[config.mk]
export PLATFORM = sky130hd
export DESIGN_NAME = multicycle_control
export DESIGN_NICKNAME = d
export VERILOG_FILES = /design/src/rtl/multicycle_control.sv
export SDC_FILE = /design/constraint.sdc
export NUM_CORES = 1
export LEC_CHECK = 0
export BUFFER_PORTS_ARGS = -buffer_cell sky130_fd_sc_hd__buf_2
export CORE_MARGIN = 2
export CORE_UTILIZATION = 46
export CTS_CLUSTER_SIZE = 8
export DETAILED_ROUTE_END_ITERATION = 10
export PLACE_DENSITY = 0.8
export SETUP_SLACK_MARGIN = 0.05
export SYNTH_ARGS = -nofsm -noshare
export SYNTH_HDL_FRONTEND = slang
export SYNTH_SLANG_ARGS = --single-unit
[constraint.sdc]
create_clock -name clk -period 1.9 [get_ports clk]
set_input_delay 0.38 -clock clk [delete_from_list [all_inputs] [get_ports clk]]
set_output_delay 0.38 -clock clk [all_outputs]
set_load 0.03 [all_outputs]
[src/rtl/multicycle_control.sv]
// Multi-cycle control FSM for the RV32I datapath: fetch/decode/execute sequencing with
// memory handshakes, wait-state timeout, trap handling and a retired-instruction counter.
module multicycle_control #(
   parameter int REG_ADDR_W = 5,
   parameter int ALU_OP_W   = 4,
   parameter int WAIT_MAX   = 15,
   parameter int CNT_W      = 32,
   parameter bit TRAP_EN    = 1'b1
) (
   input  logic                  clk,
   input  logic                  rst,
   input  logic [31:0]           instruction,
   input  logic                  imem_ready,
   input  logic                  dmem_ready,
   input  logic                  branch_taken,
   output logic                  imem_req,
   output logic                  dmem_req,
   output logic                  dmem_we,
   output logic                  reg_write,
   output logic [REG_ADDR_W-1:0] reg_waddr,
   output logic [ALU_OP_W-1:0]   alu_op,
   output logic [1:0]            alu_a_sel,
   output logic                  alu_b_imm,
   output logic [1:0]            wb_sel,
   output logic                  pc_write,
   output logic [2:0]            pc_sel,
   output logic                  trap,
   output logic [1:0]            trap_cause,
   output logic [CNT_W-1:0]      retired
);

   localparam int WAIT_W = (WAIT_MAX > 1) ? $clog2(WAIT_MAX + 1) : 1;

   localparam logic [6:0] OPC_OP     = 7'b0110011;
   localparam logic [6:0] OPC_OP_IMM = 7'b0010011;
   localparam logic [6:0] OPC_LUI    = 7'b0110111;
   localparam logic [6:0] OPC_AUIPC  = 7'b0010111;
   localparam logic [6:0] OPC_LOAD   = 7'b0000011;
   localparam logic [6:0] OPC_STORE  = 7'b0100011;
   localparam logic [6:0] OPC_BRANCH = 7'b1100011;
   localparam logic [6:0] OPC_JAL    = 7'b1101111;
   localparam logic [6:0] OPC_JALR   = 7'b1100111;

   typedef enum logic [2:0] {
      S_FETCH, S_DECODE, S_EXEC, S_MEM, S_BRANCH, S_JUMP, S_TRAP
   } state_t;

   state_t            state_q, state_d;
   logic [31:0]       ir_q, ir_d;
   logic [WAIT_W-1:0] wait_q, wait_d;
   logic [CNT_W-1:0]  retired_q, retired_d;
   logic [1:0]        cause_q, cause_d;

   logic [6:0] opc;
   logic [2:0] f3;
   logic       rd_nz;
   logic       exec_legal;
   logic [3:0] alu_op4;
   logic       ir_unused;

   assign opc       = ir_q[6:0];
   assign f3        = ir_q[14:12];
   assign rd_nz     = (ir_q[11:7] != 5'd0);
   assign ir_unused = ^{ir_q[31], ir_q[29:15]};
   assign exec_legal = (opc == OPC_OP) || (opc == OPC_OP_IMM) ||
                       (opc == OPC_LUI) || (opc == OPC_AUIPC);

   // Next-state logic
   always_comb begin
      state_d   = state_q;
      ir_d      = ir_q;
      wait_d    = wait_q;
      retired_d = retired_q;
      cause_d   = cause_q;
      case (state_q)
         S_FETCH: begin
            if (imem_ready) begin
               ir_d    = instruction;
               state_d = S_DECODE;
            end
         end
         S_DECODE: begin
            case (opc)
               OPC_OP, OPC_OP_IMM, OPC_LUI, OPC_AUIPC: state_d = S_EXEC;
               OPC_LOAD, OPC_STORE: begin
                  state_d = S_MEM;
                  wait_d  = '0;
               end
               OPC_BRANCH:        state_d = S_BRANCH;
               OPC_JAL, OPC_JALR: state_d = S_JUMP;
               default: begin
                  if (TRAP_EN) begin
                     state_d = S_TRAP;
                     cause_d = 2'd1;
                  end else begin
                     state_d = S_EXEC;
                  end
               end
            endcase
         end
         S_EXEC, S_BRANCH, S_JUMP: begin
            retired_d = retired_q + CNT_W'(1);
            state_d   = S_FETCH;
         end
         S_MEM: begin
            // A ready on the limit cycle still completes the access.
            if (dmem_ready) begin
               retired_d = retired_q + CNT_W'(1);
               state_d   = S_FETCH;
            end else if (TRAP_EN && (WAIT_MAX != 0) && (int'(wait_q) + 1 == WAIT_MAX)) begin
               state_d = S_TRAP;
               cause_d = 2'd2;
            end else begin
               wait_d = wait_q + WAIT_W'(1);
            end
         end
         S_TRAP:  state_d = S_FETCH;
         default: state_d = S_FETCH;
      endcase
   end

   always_ff @(posedge clk) begin
      if (!rst) begin
         state_q   <= S_FETCH;
         ir_q      <= '0;
         wait_q    <= '0;
         retired_q <= '0;
         cause_q   <= '0;
      end else begin
         state_q   <= state_d;
         ir_q      <= ir_d;
         wait_q    <= wait_d;
         retired_q <= retired_d;
         cause_q   <= cause_d;
      end
   end

   // Moore outputs from state and IR; MEM also looks at dmem_ready for its completing cycle.
   always_comb begin
      imem_req  = 1'b0;
      dmem_req  = 1'b0;
      dmem_we   = 1'b0;
      reg_write = 1'b0;
      alu_op4   = 4'd0;
      alu_a_sel = 2'd0;
      alu_b_imm = 1'b0;
      wb_sel    = 2'd0;
      pc_write  = 1'b0;
      pc_sel    = 3'd0;
      trap      = 1'b0;
      case (state_q)
         S_FETCH: imem_req = 1'b1;
         S_EXEC: begin
            pc_write = 1'b1;
            if (exec_legal) begin
               reg_write = rd_nz;
               alu_b_imm = (opc != OPC_OP);
               case (opc)
                  OPC_OP:     alu_op4 = {ir_q[30], f3};
                  OPC_OP_IMM: alu_op4 = {(f3 == 3'b101) & ir_q[30], f3};
                  OPC_LUI:    alu_a_sel = 2'd2;
                  OPC_AUIPC:  alu_a_sel = 2'd1;
                  default:    alu_op4 = 4'd0;
               endcase
            end
         end
         S_MEM: begin
            dmem_req  = 1'b1;
            dmem_we   = (opc == OPC_STORE);
            alu_b_imm = 1'b1;
            if (dmem_ready) begin
               pc_write = 1'b1;
               if (opc == OPC_LOAD) begin
                  reg_write = rd_nz;
                  wb_sel    = 2'd1;
               end
            end
         end
         S_BRANCH: begin
            alu_op4  = {1'b0, f3};
            pc_write = 1'b1;
            pc_sel   = branch_taken ? 3'd1 : 3'd0;
         end
         S_JUMP: begin
            reg_write = rd_nz;
            wb_sel    = 2'd2;
            pc_write  = 1'b1;
            if (opc == OPC_JAL) begin
               pc_sel = 3'd2;
            end else begin
               pc_sel    = 3'd3;
               alu_b_imm = 1'b1;
            end
         end
         S_TRAP: begin
            trap     = 1'b1;
            pc_write = 1'b1;
            pc_sel   = 3'd4;
         end
         default: imem_req = 1'b0;
      endcase
   end

   assign alu_op     = ALU_OP_W'(alu_op4);
   assign reg_waddr  = (state_q == S_FETCH || state_q == S_DECODE) ? '0 : REG_ADDR_W'(ir_q[11:7]);
   assign trap_cause = cause_q;
   assign retired    = retired_q;

endmodule

# ---- Yosys cells after proc, flatten, opt, wreduce, memory -nomap -nowiden
# Cells that the tools add are included.
dict set report classes {
  add_sub_neg 3
  n_reduce_logical 19
  n_eq_ne 26
  muxes 41
  n_bitwise 1
}
# operator n
set ops {}
lappend ops {{case mux 32 bit (2 select lines)} 1}
lappend ops {{adder 32 x 1 -> 32 bit, second input constant} 1}
lappend ops {{2-to-1 mux 32 bit} 1}
lappend ops {{case mux 4 bit (2 select lines)} 3}
lappend ops {{equality test 7 x 6 -> 1 bit, second input constant} 3}
lappend ops {{equality test 7 bit, second input constant} 3}
lappend ops {{case mux 3 bit (3 select lines)} 2}
lappend ops {{2-to-1 mux 4 bit} 4}
lappend ops {{equality test 7 x 5 -> 1 bit, second input constant} 2}
lappend ops {{2-to-1 mux 1 bit} 14}
lappend ops {{equality test 3 bit, second input constant} 4}
lappend ops {{!= test 2 bit, second input constant} 6}
lappend ops {{case mux 2 bit (2 select lines)} 3}
lappend ops {{case mux 3 bit (4 select lines)} 1}
lappend ops {{2-to-1 mux 2 bit} 5}
lappend ops {{2-to-1 mux 3 bit} 3}
lappend ops {{OR reduction 9 bit} 1}
lappend ops {{AND reduction 4 bit} 2}
lappend ops {{OR reduction 4 bit} 2}
lappend ops {{equality test 7 x 2 -> 1 bit, second input constant} 1}
lappend ops {{!= test 7 x 6 -> 1 bit, second input constant} 1}
lappend ops {{equality test 3 x 2 -> 1 bit, second input constant} 2}
lappend ops {{case mux 1 bit (3 select lines)} 2}
lappend ops {{AND reduction 2 bit} 3}
lappend ops {{15 further kinds} 20}
dict set report totals {
  elab_cells 95
  register_bits 72
  output_inout_bits 57
}

# ---- Logic depth before layout (Yosys ltp)
dict set report logic_depth {
  depth_word 6
  depth_mapped 9
  mapped_depth_nobuf 7
}

# ---- Least setup slack after synthesis
# Ideal clock, no wire load.
dict set report synth_path {
  kind {reg2out}
  start {register ir_q[6]}
  end {output port alu_op[3]}
  stages_incl_launch_ff 5
  arrival_ns 2.068
  path_slack_ns -0.548
  path_cell_list {dfxtp_1 nand4bb_4 or2_2 nor3_1 nor4bb_1}
}
dict set report synth_between {
  elab_chain_cells 6
  word_cells_on_any_way 10
  classes_between {4 x eq/ne; 3 x mux; 3 x reduce/logical}
}
# element line
set synth_lines {}
lappend synth_lines {{start: declaration} 49} ;# logic [31:0] ir_q, ir_d;
lappend synth_lines {{start signal: assignment} 131} ;# ir_q <= ir_d;
lappend synth_lines {{equality test 7 x 6 -> 1 bit / equality test 7 x 5 -> 1 bit (equally long branches)} {65, 158}}
lappend synth_lines {{logical OR 1 bit (2 in a row)} 65} ;# assign exec_legal = (opc == OPC_OP) || (opc == OPC_OP_IMM) ||
lappend synth_lines {{logical OR 1 bit} 66} ;# (opc == OPC_LUI) || (opc == OPC_AUIPC);
lappend synth_lines {{2-to-1 mux 4 bit (*)} 155} ;# if (exec_legal) begin
lappend synth_lines {{case mux 4 bit (2 select lines) (*)} 151} ;# case (state_q)
lappend synth_lines {{end: declaration} 21} ;# output logic [ALU_OP_W-1:0] alu_op,
# Mark *: on every way between the ends. The rest lies on a longest branch, timed or not.

# ---- Worst setup path in the final report
dict set report layout_path {
  start {register ir_q[6]}
  end {output port alu_op[0]}
}
# Same word-level chain as after synthesis.

==> impl_metrics.yaml <==
synth:
  synth_commonest_cells: "57 x dfxtp_1, 56 x nand2_1, 30 x and2_1"
  syn_area_per_cell_um2: 8.35
  ys.flop_type: "dfxtp_1"
  synth_most_common_cell: "dfxtp_1"
  synth_area_leaders: "dfxtp_1 38%, nand2_1 7.0%, xnor2_1 6.7%"
  synth-seq-cells: 57
  synth_top_area_share_pct: 38.0
  synth_top_cell_by_area: "dfxtp_1"
  synth_edf_count: 0
  netlist_area_um2: 3000
  syn_inst: 359
  ys_warn_count: 0
  synth_cell_types: 45
  seq_area_frac_synth_pct: 38.0
  async_flop_share_pct: 0
  syn_nets: 400
placement:
  place.gp.congestion: 0.869
  dp_hpwl_um: 5390
  port_buffers: 77
setup_path:
  r2r-start: "ir_q[6]$_SDFFE_PN0P_"
  path_buf_inv: 1
  cp_max_fo: 3
  path_depth: 6
  crit_chain: "nand4bb_4, or2_4, or3_4, a21oi_4, and2_4, buf_6"
  cpMaxStageDelayCell: "or3_4"
  r2r-end: "state_q[0]$_SDFFE_PN0P_"
  worstPathArrival_ps: 1940
  required_ps: 1520
  cpPeakStageDelay_ps: 350
  critPathLaunch: "ir_q[6]$_SDFFE_PN0P_"
  cp-start-kind: "flip-flop"
  crit_type: "flip-flop to primary output"
  critPathCaptureType: "primary output"
  reg2reg_depth: 9
  path_delay_family: "simple AND/OR/NAND/NOR gates"
  r2r_slack_ps: -160
  endpoint: "alu_op[0]"
run:
  max_cap_viol_count: 0
die:
  start_util_pct: 47.5
  rows: 29
  die_w_um: 84.7
  die_h_um: 84.7
  dieArea_um2: 7180
  ios: 94
  core_area_um2: 6310
power:
  ir_drop_v: 0.000680
  p_per_area_nw_per_um2: 642
  leakage_nw: 1.98
cells_and_area:
  nNetsFinal: 527
  antennaDiodeCount: 0
  fillers: 429
  final_util_pct: 71.1
  area_growth_pct: 49.7
  drive_above_1_share_pct: 43.6
  multi_input_area_um2: 2020
  register_area_um2: 1160
global_routing:
  grtUsageTotal_pct: 24.5
  grt_pass1_vias: 3024
  antenna_found_initial: 0
  grt_pass1_wl_um: 14000
  overflow: 0
  grt_max_degree: 21
clocking:
  clk_path_buf_depth: 2
  cts_made_buffers: 9
  ctsRootBufferMaster: "clkbuf_8"
  cts.clk_slew.worst_paths_ps: 60
  cts_tree: "built"
  htree_levels: 3
  insertion_delay_ps: 350
  holdBufCountCts: 0
  clkSinkCount: 57
sta:
  report.final.hold_viol_count: 0
  drv_slew: 0
  finalCritPeriodShare_pct: 122
  max_freq_ghz: 0.431
  worstMarginPinSlew_ps: 539
  tns_ps: -3930
  fin_crit_ps: 2320
  maxSlewHeadroom_pct: 64.0
  timing.final.ws_setup_ps: -421
  rsz0062_at_grt: "true"
  setup_viol: 20
  skew_ps: 8.42
run_status:
  violations: "negative setup slack"
  status: "finished with violations"
route:
  drt_wl_total_um: 9880
  wl_per_cell_um: 17.4
  vias_per_cell: 5.75
  final_antenna_net_count: 0
  drc: 0
  firstDrtPassIters: 6
  dr.first_iter.drc_count: 317
  vias: 3266
worst_hold_path:
  min_path_cells: 3
  hp-class: "primary input to flip-flop"
registers in the layout (all words and copies together), names as in the netlist:
register    count
retired        32
ir_q           16
state_q         3
wait_q          4
trap_cause      2
metrics by stage:
step	power, mW	instances	worst slack, ps	hold slack, ps	cell area, um2
after global placement	1.62	533	-52.2	454	3760
final	2.88	568	-421	277	4490
after global routing	2.96	568	-455	276	4490
after CTS	2.83	560	-390	279	4260
after floorplan	1.50	359	-27.0	444	3070
after detailed placement	1.63	533	-82.6	466	3760
where the power goes:
part | switching [mW] | leakage (nW) | internal [mW]
Sequential | 0.0370 | 0.466 | 1.23
Clock | 0.513 | 0.104 | 0.678
Combinational | 0.242 | 1.41 | 0.178
layout make-up:
class                           instances  share of cell area [%]
Sequential cell                        57                    25.8
Clock inverter                          5                    1.17
Multi-Input combinational cell        273                    45.0
Inverter                               13                    1.20
Timing Repair Buffer                  132                    21.3
Clock buffer                           11                    3.40
Tap cell                               77                    2.15
how the worst min path moves through the flow:
stage,from,to,slack (ps)
floorplan,ir_q[30]$_SDFFE_PN0P_,ir_q[30]$_SDFFE_PN0P_,440
global placement,ir_q[30]$_SDFFE_PN0P_,ir_q[30]$_SDFFE_PN0P_,450
detailed placement,ir_q[8]$_SDFFE_PN0P_,ir_q[8]$_SDFFE_PN0P_,470
CTS,instruction[9],ir_q[9]$_SDFFE_PN0P_,280
global route,instruction[10],ir_q[10]$_SDFFE_PN0P_,280
finish,instruction[0],ir_q[0]$_SDFFE_PN0P_,280
logic make-up (layout without fill, tap and decap cells):
family | after synthesis | after routing | synth area share (%)
and+or+nand+nor | 189 | 189 | 36.3
DFF | 57 | 57 | 38.0
AOI/OAI and AO/OA | 52 | 52 | 11.8
buffers and inverters | 29 | 161 | 4.00
xor gates and xnor gates | 28 | 28 | 8.18
adders and majority gates | 4 | 4 | 1.67
worst min-delay path: stages:
cell and delay [ps]:
buf_2 100, nand2_1 40, a21boi_0 60
cells in the final DEF (no fill, tap or decap), types with 3 or more instances in the layout:
cell type	instances
a21boi_0	19
a21boi_1	4
a21oi_2	3
a31o_2	3
and2_1	26
and2_4	4
buf_2	64
buf_4	43
buf_6	22
clkbuf_8	9
clkinv_2	3
dfxtp_1	48
dfxtp_2	7
ha_1	3
inv_1	11
nand2_1	51
nand2_4	3
nand3_1	18
nand3_2	4
nand4_1	14
nor2_1	13
nor2_2	3
nor2b_1	10
nor3_1	5
nor3_4	3
nor4_4	3
o21ai_0	8
or4_1	3
xnor2_1	21
xor2_1	5
what timing repair did:
item,4_1_cts,5_1_grt
gates cloned,1,1
setup buffers,11,9
endpoints found under the setup margin,14,37
resized for setup,49,46
pin swaps,21,32
metal layers:
layer  GRT usage [%]  routed length [um]  vias up
li1                -                   -     1488
met1            28.4                4030     1560
met2            39.4                4640      156
met3            5.80                 641       62
met4            17.6                 575        0
met5               0                   0        -
Power figures use the tool's default switching activity.
